**config.mk**
```make
export PLATFORM = sky130hd
export DESIGN_NAME = wb_openram_banked
export DESIGN_NICKNAME = d
export VERILOG_FILES = /design/src/rtl/wb_openram_banked.sv
export SDC_FILE = /design/constraint.sdc
export NUM_CORES = 1
export LEC_CHECK = 0
export ABC_AREA = 1
export CORE_UTILIZATION = 39
export CTS_CLUSTER_DIAMETER = 100
export DETAILED_ROUTE_END_ITERATION = 12
export HOLD_SLACK_MARGIN = 0.02
export PLACE_DENSITY = 0.8
export SLEW_MARGIN = 20
export SYNTH_ARGS = -nofsm -noshare
export SYNTH_HDL_FRONTEND = slang
export SYNTH_SLANG_ARGS = --single-unit
```
**constraint.sdc**
```tcl
create_clock -name wb_clk_i -period 3.8 [get_ports wb_clk_i]
set_clock_uncertainty 0.2 [all_clocks]
set_input_delay 0.76 -clock wb_clk_i [delete_from_list [all_inputs] [get_ports wb_clk_i]]
set_output_delay 0.76 -clock wb_clk_i [all_outputs]
set_load 0.01 [all_outputs]
```
**src/rtl/wb_openram_banked.sv**
```systemverilog
// Wishbone classic slave fronting NUM_BANKS OpenRAM macros on one shared port.
// One request at a time: IDLE -> ACCESS -> (WAIT) -> ACK, or IDLE -> ERR for
// addresses outside the window. RAM controls are registered and only active
// during the single ACCESS cycle.
module wb_openram_banked #(
    parameter logic [31:0] BASE_ADDR    = 32'h3000_0000,
    parameter int          ADDR_WIDTH   = 9,
    parameter int          NUM_BANKS    = 2,
    parameter int          READ_LATENCY = 1
) (
    input  logic                      wb_clk_i,
    input  logic                      wb_rst_i,
    input  logic                      wbs_stb_i,
    input  logic                      wbs_cyc_i,
    input  logic                      wbs_we_i,
    input  logic [3:0]                wbs_sel_i,
    input  logic [31:0]               wbs_adr_i,
    input  logic [31:0]               wbs_dat_i,
    output logic                      wbs_ack_o,
    output logic [31:0]               wbs_dat_o,
    output logic                      wbs_err_o,
    output logic [NUM_BANKS-1:0]      ram_csb0,
    output logic                      ram_web0,
    output logic [3:0]                ram_wmask0,
    output logic [ADDR_WIDTH-1:0]     ram_addr0,
    output logic [31:0]               ram_din0,
    input  logic [32*NUM_BANKS-1:0]   ram_dout0
);

    localparam int BANK_BITS = (NUM_BANKS > 1) ? $clog2(NUM_BANKS) : 0;
    localparam int BW        = (BANK_BITS > 0) ? BANK_BITS : 1;
    localparam int TAG_LSB   = ADDR_WIDTH + 2 + BANK_BITS;

    typedef enum logic [2:0] {IDLE, ACCESS, WAIT, ACK, ERR} state_t;

    state_t                state;
    logic [BW-1:0]         req_bank;
    logic [BW-1:0]         bank_q;
    logic                  we_q;
    logic [1:0]            wait_cnt;
    logic                  in_window;
    logic [NUM_BANKS-1:0]  sel_csb;
    logic [ADDR_WIDTH-1:0] req_word;

    // Byte offset bits never select anything.
    logic unused_adr;
    assign unused_adr = ^wbs_adr_i[1:0];

    generate
        if (BANK_BITS > 0) begin : g_bank
            assign req_bank = wbs_adr_i[ADDR_WIDTH+1+BANK_BITS:ADDR_WIDTH+2];
        end else begin : g_nobank
            assign req_bank = '0;
        end
    endgenerate

    assign req_word  = wbs_adr_i[ADDR_WIDTH+1:2];
    assign in_window = (wbs_adr_i[31:TAG_LSB] == BASE_ADDR[31:TAG_LSB]);

    // One-cold chip select for the addressed bank.
    always_comb begin
        sel_csb = '1;
        for (int b = 0; b < NUM_BANKS; b++)
            sel_csb[b] = (req_bank != BW'(b));
    end

    // Transaction FSM; every output is registered here.
    always_ff @(posedge wb_clk_i or posedge wb_rst_i) begin
        if (wb_rst_i) begin
            state      <= IDLE;
            wbs_ack_o  <= 1'b0;
            wbs_err_o  <= 1'b0;
            wbs_dat_o  <= '0;
            ram_csb0   <= '1;
            ram_web0   <= 1'b1;
            ram_wmask0 <= '0;
            ram_addr0  <= '0;
            ram_din0   <= '0;
            wait_cnt   <= '0;
            bank_q     <= '0;
            we_q       <= 1'b0;
        end else begin
            // RAM controls fall back to idle after the single ACCESS cycle.
            ram_csb0   <= '1;
            ram_web0   <= 1'b1;
            ram_wmask0 <= '0;
            wbs_ack_o  <= 1'b0;
            wbs_err_o  <= 1'b0;
            case (state)
                IDLE: begin
                    if (wbs_cyc_i && wbs_stb_i) begin
                        if (in_window) begin
                            state     <= ACCESS;
                            ram_csb0  <= sel_csb;
                            ram_addr0 <= req_word;
                            bank_q    <= req_bank;
                            we_q      <= wbs_we_i;
                            if (wbs_we_i) begin
                                // An all-zero select still completes, but never writes.
                                ram_web0   <= (wbs_sel_i == 4'b0000);
                                ram_wmask0 <= wbs_sel_i;
                                ram_din0   <= wbs_dat_i;
                            end
                        end else begin
                            state     <= ERR;
                            wbs_ack_o <= 1'b1;
                            wbs_err_o <= 1'b1;
                            wbs_dat_o <= '0;
                        end
                    end
                end
                ACCESS: begin
                    if (!wbs_cyc_i) begin
                        state <= IDLE;
                    end else if (we_q) begin
                        state     <= ACK;
                        wbs_ack_o <= 1'b1;
                    end else begin
                        state    <= WAIT;
                        wait_cnt <= 2'(READ_LATENCY);
                    end
                end
                WAIT: begin
                    if (!wbs_cyc_i) begin
                        state    <= IDLE;
                        wait_cnt <= '0;
                    end else if (wait_cnt == 2'd1) begin
                        state     <= ACK;
                        wait_cnt  <= '0;
                        wbs_ack_o <= 1'b1;
                        wbs_dat_o <= ram_dout0[{bank_q, 5'd0} +: 32];
                    end else begin
                        wait_cnt <= wait_cnt - 2'd1;
                    end
                end
                ACK:     state <= IDLE;
                ERR:     state <= IDLE;
                default: state <= IDLE;
            endcase
        end
    end

endmodule

```
== After elaboration in Yosys (flattened, before gate mapping) ==
Index checks and enable logic that the tools add are counted.
Operators by class
  div/mod/pow operators: 0
  shift operators: 1
  bitwise operators: 1
  eq/ne operators: 11
  $mul: 0
  $lt $le $gt $ge: 0
  reductions and logical operators: 10
  multiplexer cells: 36
  add/sub/neg operators: 1
Operators by type and width (count)
  2-to-1 mux 32 bit: 4
  one-hot mux 32 bit (2 select lines): 1
  variable part select 64 x 7 -> 32 bit: 1
  equality test 20 x 18 -> 1 bit (second input constant): 1
  2-to-1 mux 2 bit: 8
  2-to-1 mux 4 bit: 4
  2-to-1 mux 1 bit: 12
  2-to-1 mux 3 bit: 4
  inequality test 2 bit (second input constant): 6
  one-hot mux 3 bit (3 select lines): 1
  AND reduction 3 bit: 2
  AND reduction 5 bit: 1
  zero test 4 bit: 1
  one-hot mux 2 bit (2 select lines): 1
  AND reduction 4 bit: 1
  nonzero test 2 bit: 2
  equality test 3 x 1 -> 1 bit (second input constant): 1
  equality test 3 x 2 -> 1 bit (second input constant): 1
  zero test 3 bit: 1
  inequality test 3 bit (second input constant): 1
  one-hot mux 1 bit (3 select lines): 1
  equality test 2 x 1 -> 1 bit (second input constant): 1
  AND reduction 2 bit: 1
  subtractor 2 x 1 -> 2 bit (second input constant): 1
  other kinds (2): 2
Storage, ports and cells
  flip-flop bits (word level): 89
  bits in read-only memories: 0
  bits in writable memories: 0
  memories kept: 0
  latch bits: 0
  logic and storage cells: 72

== Longest topological paths before layout ==
  word-level depth: 5
  mapped depth: 10
  gate-level depth less buffers: 9

== Worst setup path before layout ==
No wires, ideal clock.
  path type: input to register
  start: input wbs_adr_i[27]
  end: register ram_din0[28]
  setup time: 117 ps
  arrival: 1624 ps
  setup slack: 1859 ps
  stages: 9
  path through: nor2_1 > nand2_1 > nor2_1 > and3_1 > buf_4 > nand3_4 > buf_6 > nand2_1 > nand2_1
Between the ends
  longest elaborated chain between the ends: 2
Ends and longest elaborated chain
  start, declared: line 17  | input logic [31:0] wbs_adr_i,
  equality test 20 x 18 -> 1 bit: line 58  | assign in_window = (wbs_adr_i[31:TAG_LSB] == BASE_ADDR[31:TAG_LSB]);
  AND reduction 4 bit (no line)
  end signal, assigned: line 102  | ram_din0 <= wbs_dat_i;
  end, declared: line 26  | output logic [31:0] ram_din0,
Every way passes these cells.
A chain may end at the register's enable or synchronous reset.

== Final worst setup path ==
  start: input wbs_adr_i[29]
  end: register ram_wmask0[2]
Between the ends
  longest elaborated chain between the ends: 4
Ends and longest elaborated chain
  equality test 20 x 18 -> 1 bit: line 58
  2-to-1 mux 4 bit: line 92  | if (in_window) begin
  2-to-1 mux 4 bit: line 91  | if (wbs_cyc_i && wbs_stb_i) begin
  2-to-1 mux 4 bit: line 89  | case (state)
  end signal, assigned: line 101  | ram_wmask0 <= wbs_sel_i;
  end, declared: line 24  | output logic [3:0] ram_wmask0,
Every way passes these cells.

==> impl_metrics.ini <==
[place]
portBuffers = 216
pre_cts_ws_ps = 776.2
gp_congestion = 0.8628
placedCellCount = 779
postPlaceCellArea_um2 = 6289
post-dp-hpwl_um = 8344

[die]
row_count = 36
pin_count = 219
die_area_um2 = 10840
fp.dieH_um = 104.1
start_util_pct = 40.85
core_area_um2 = 9955
die_w_um = 104.1

[clocking]
cts_tree = built
hold_buffers = 0
cts_buffer_depth = 2
cts_setup_buffers = 0
numCtsBuffers = 9
root_buffer = clkbuf_8
clk_latency_ps = 340
path_clk_slew_ps = 90
post_cts_resized = 0
htree_levels = 3
clock-sinks = 89

[routing]
drt-wirelength-per-cell_um = 14.23
via_per_inst = 4.775
totalWireLength_um = 11310
drc = 0
dr.pass1.iters = 5
vias = 3796
drt.antenna.violating_nets = 0
drt_iter0_drc = 128

[critical_path]
path_cells = clkdlybuf4s50_1 -> nand2_1 -> nor3_1 -> nand3_1 -> nor3_2 -> nand2_1 -> nor2_1
end_kind = flop
cp_common_cell = nand2_1
reg2reg_slack_ps = 1720
worstPathArrival_ps = 2700
cp_slowest_stage_delay_ps = 590
critPathKind = in2reg
startpoint_type = input pin
critPathMaxFanout = 12
cp.required_ps = 3860
slowest_stage = nor3_2

[sta]
min_period_ps = 2641
fin_setup_tns_ps = 0
max_freq_mhz = 378.7
worst_slew_pin_slew_ps = 767.0
rsz0062_at_grt = false
fin_crit_sh_pct = 69.49
setup_ws_ps = 1159
finalSetupViolCount = 0
hold_violations = 0
report.final.slew_viol_count = 0
slew_headroom_pct = 48.87
holdWs_ps = 276.2

[synth]
yosys.area_share.xor_xnor_pct = 0
yosysWarnings = 0
synth-edff-count = 0
synth-simple-area-share_pct = 29.14
avgSynthCellArea_um2 = 9.077
ys.flop_type = dfrtp_1
syn_nets = 586
synth_seq_area_share_pct = 54.86
muxShareOfSynthArea_pct = 8.862
synth_compound_gate_area_share_pct = 1.138
synthAdderAreaFrac_pct = 0.3077
async_flop_share_pct = 100.0
synthDistinctLibCells = 28
synth_top_family_by_area = simple AND/OR/NAND/NOR gates
synth_seq_cells = 89
postSynthCellCount = 448
synth_area_um2 = 4066

[finish]
fillCellCount = 830
insertedDiodeCount = 0
post-route-util_pct = 65.03
drive_above_1_share_pct = 10.42
layout_common_cells = clkdlybuf4s50_1, nand2_1, dfrtp_1
fin_area_um2 = 6474
area_delta_synth_final_pct = 59.20
stdcell_count = 795
nets = 795
final_common_cell = clkdlybuf4s50_1

[grt]
grt_pass1_vias = 3750
grt_max_degree = 63
antenna_found_initial = 0
track_usage_pct = 21.27
grt_pass1_wl_um = 18460
overflow = 0

[power_and_ir_drop]
total_power_mw = 1.765
powerDensity_nw_per_um2 = 272.6
vdd_ir_drop_max_v = 0.0001324
cellLeakagePower_nw = 3.105

[status]
status = complete, no violations

[min_path]
hold_class = reg2reg

[flow_run]
timing.max_cap.violations = 0
## power by group
group | internal, mW | switching, mW | total (mW) | leakage (nW)
Sequential | 0.949 | 0.00118 | 0.950 | 1.23
Combinational | 0.144 | 0.0742 | 0.218 | 1.79
Clock | 0.274 | 0.323 | 0.597 | 0.0886
Total | 1.37 | 0.398 | 1.76 | 3.10
## flip-flops by register name (all words and copies together), names as in the netlist, 2 cells and up
name and flops:
ram_addr0 9, state 3, ram_csb0 2, wait_cnt 2
ram_wmask0 4, ram_din0 32, wbs_dat_o 32
## logic make-up (layout without fill, tap and decap cells)
kind of cell,after synthesis,count (layout)
flip-flops,89,89
AND/OR/NAND/NOR,275,275
multiplexers,32,32
adder cells (fa/ha/maj),1,1
AO/OA/AOI/OAI,8,8
buffers and inverters,43,257
## cells in the mapped netlist, types with 3 or more instances
cell type	n	area (um2)
nand2_1	207	777.0
dfrtp_1	86	2152
nand4_1	35	219.0
mux2_2	32	360.4
inv_1	16	60.06
nor2_1	16	60.06
buf_2	8	40.04
clkbuf_1	8	30.03
buf_6	6	67.56
nand3_1	5	25.02
buf_4	4	30.03
nand2_2	4	25.02
dfstp_2	3	78.83
## worst paths after layout
path,end,cells past startpoint,start
setup reg to reg,ram_din0[17],7,state[0]
hold / removal,wbs_dat_o[30],2,wbs_dat_o[30]
hold reg to reg,wbs_dat_o[30],2,wbs_dat_o[30]
min in group asynchronous,wbs_dat_o[15],2,wb_rst_i
max in group asynchronous,ram_din0[14],3,wb_rst_i
setup / recovery,ram_wmask0[2],7,wbs_adr_i[29]
## routing by layer
metal  track usage (%)  wire length (um)  up-vias
met5                 0                 0        -
met1             25.62              4578     1788
met3             3.947               600       17
met2             38.14              5952      129
li1                  -                 -     1862
met4             6.939               177        0
## cell type report
cell class                      instances  area (um2)  area share [%]
Clock buffer                           12       155.1           2.397
Inverter                               17       66.31           1.024
Tap cell                              133       166.4           2.571
Timing Repair Buffer                  224        2222           34.33
Multi-Input combinational cell        316        1604           24.78
Clock inverter                          4       28.78          0.4445
Sequential cell                        89        2231           34.46
## worst max-delay path, delay by kind of cell
kind          cells  cell delay, ps
buf+inv           1             450
simple gates      6            1500
No activity file was read; power rests on OpenSTA's default activity.
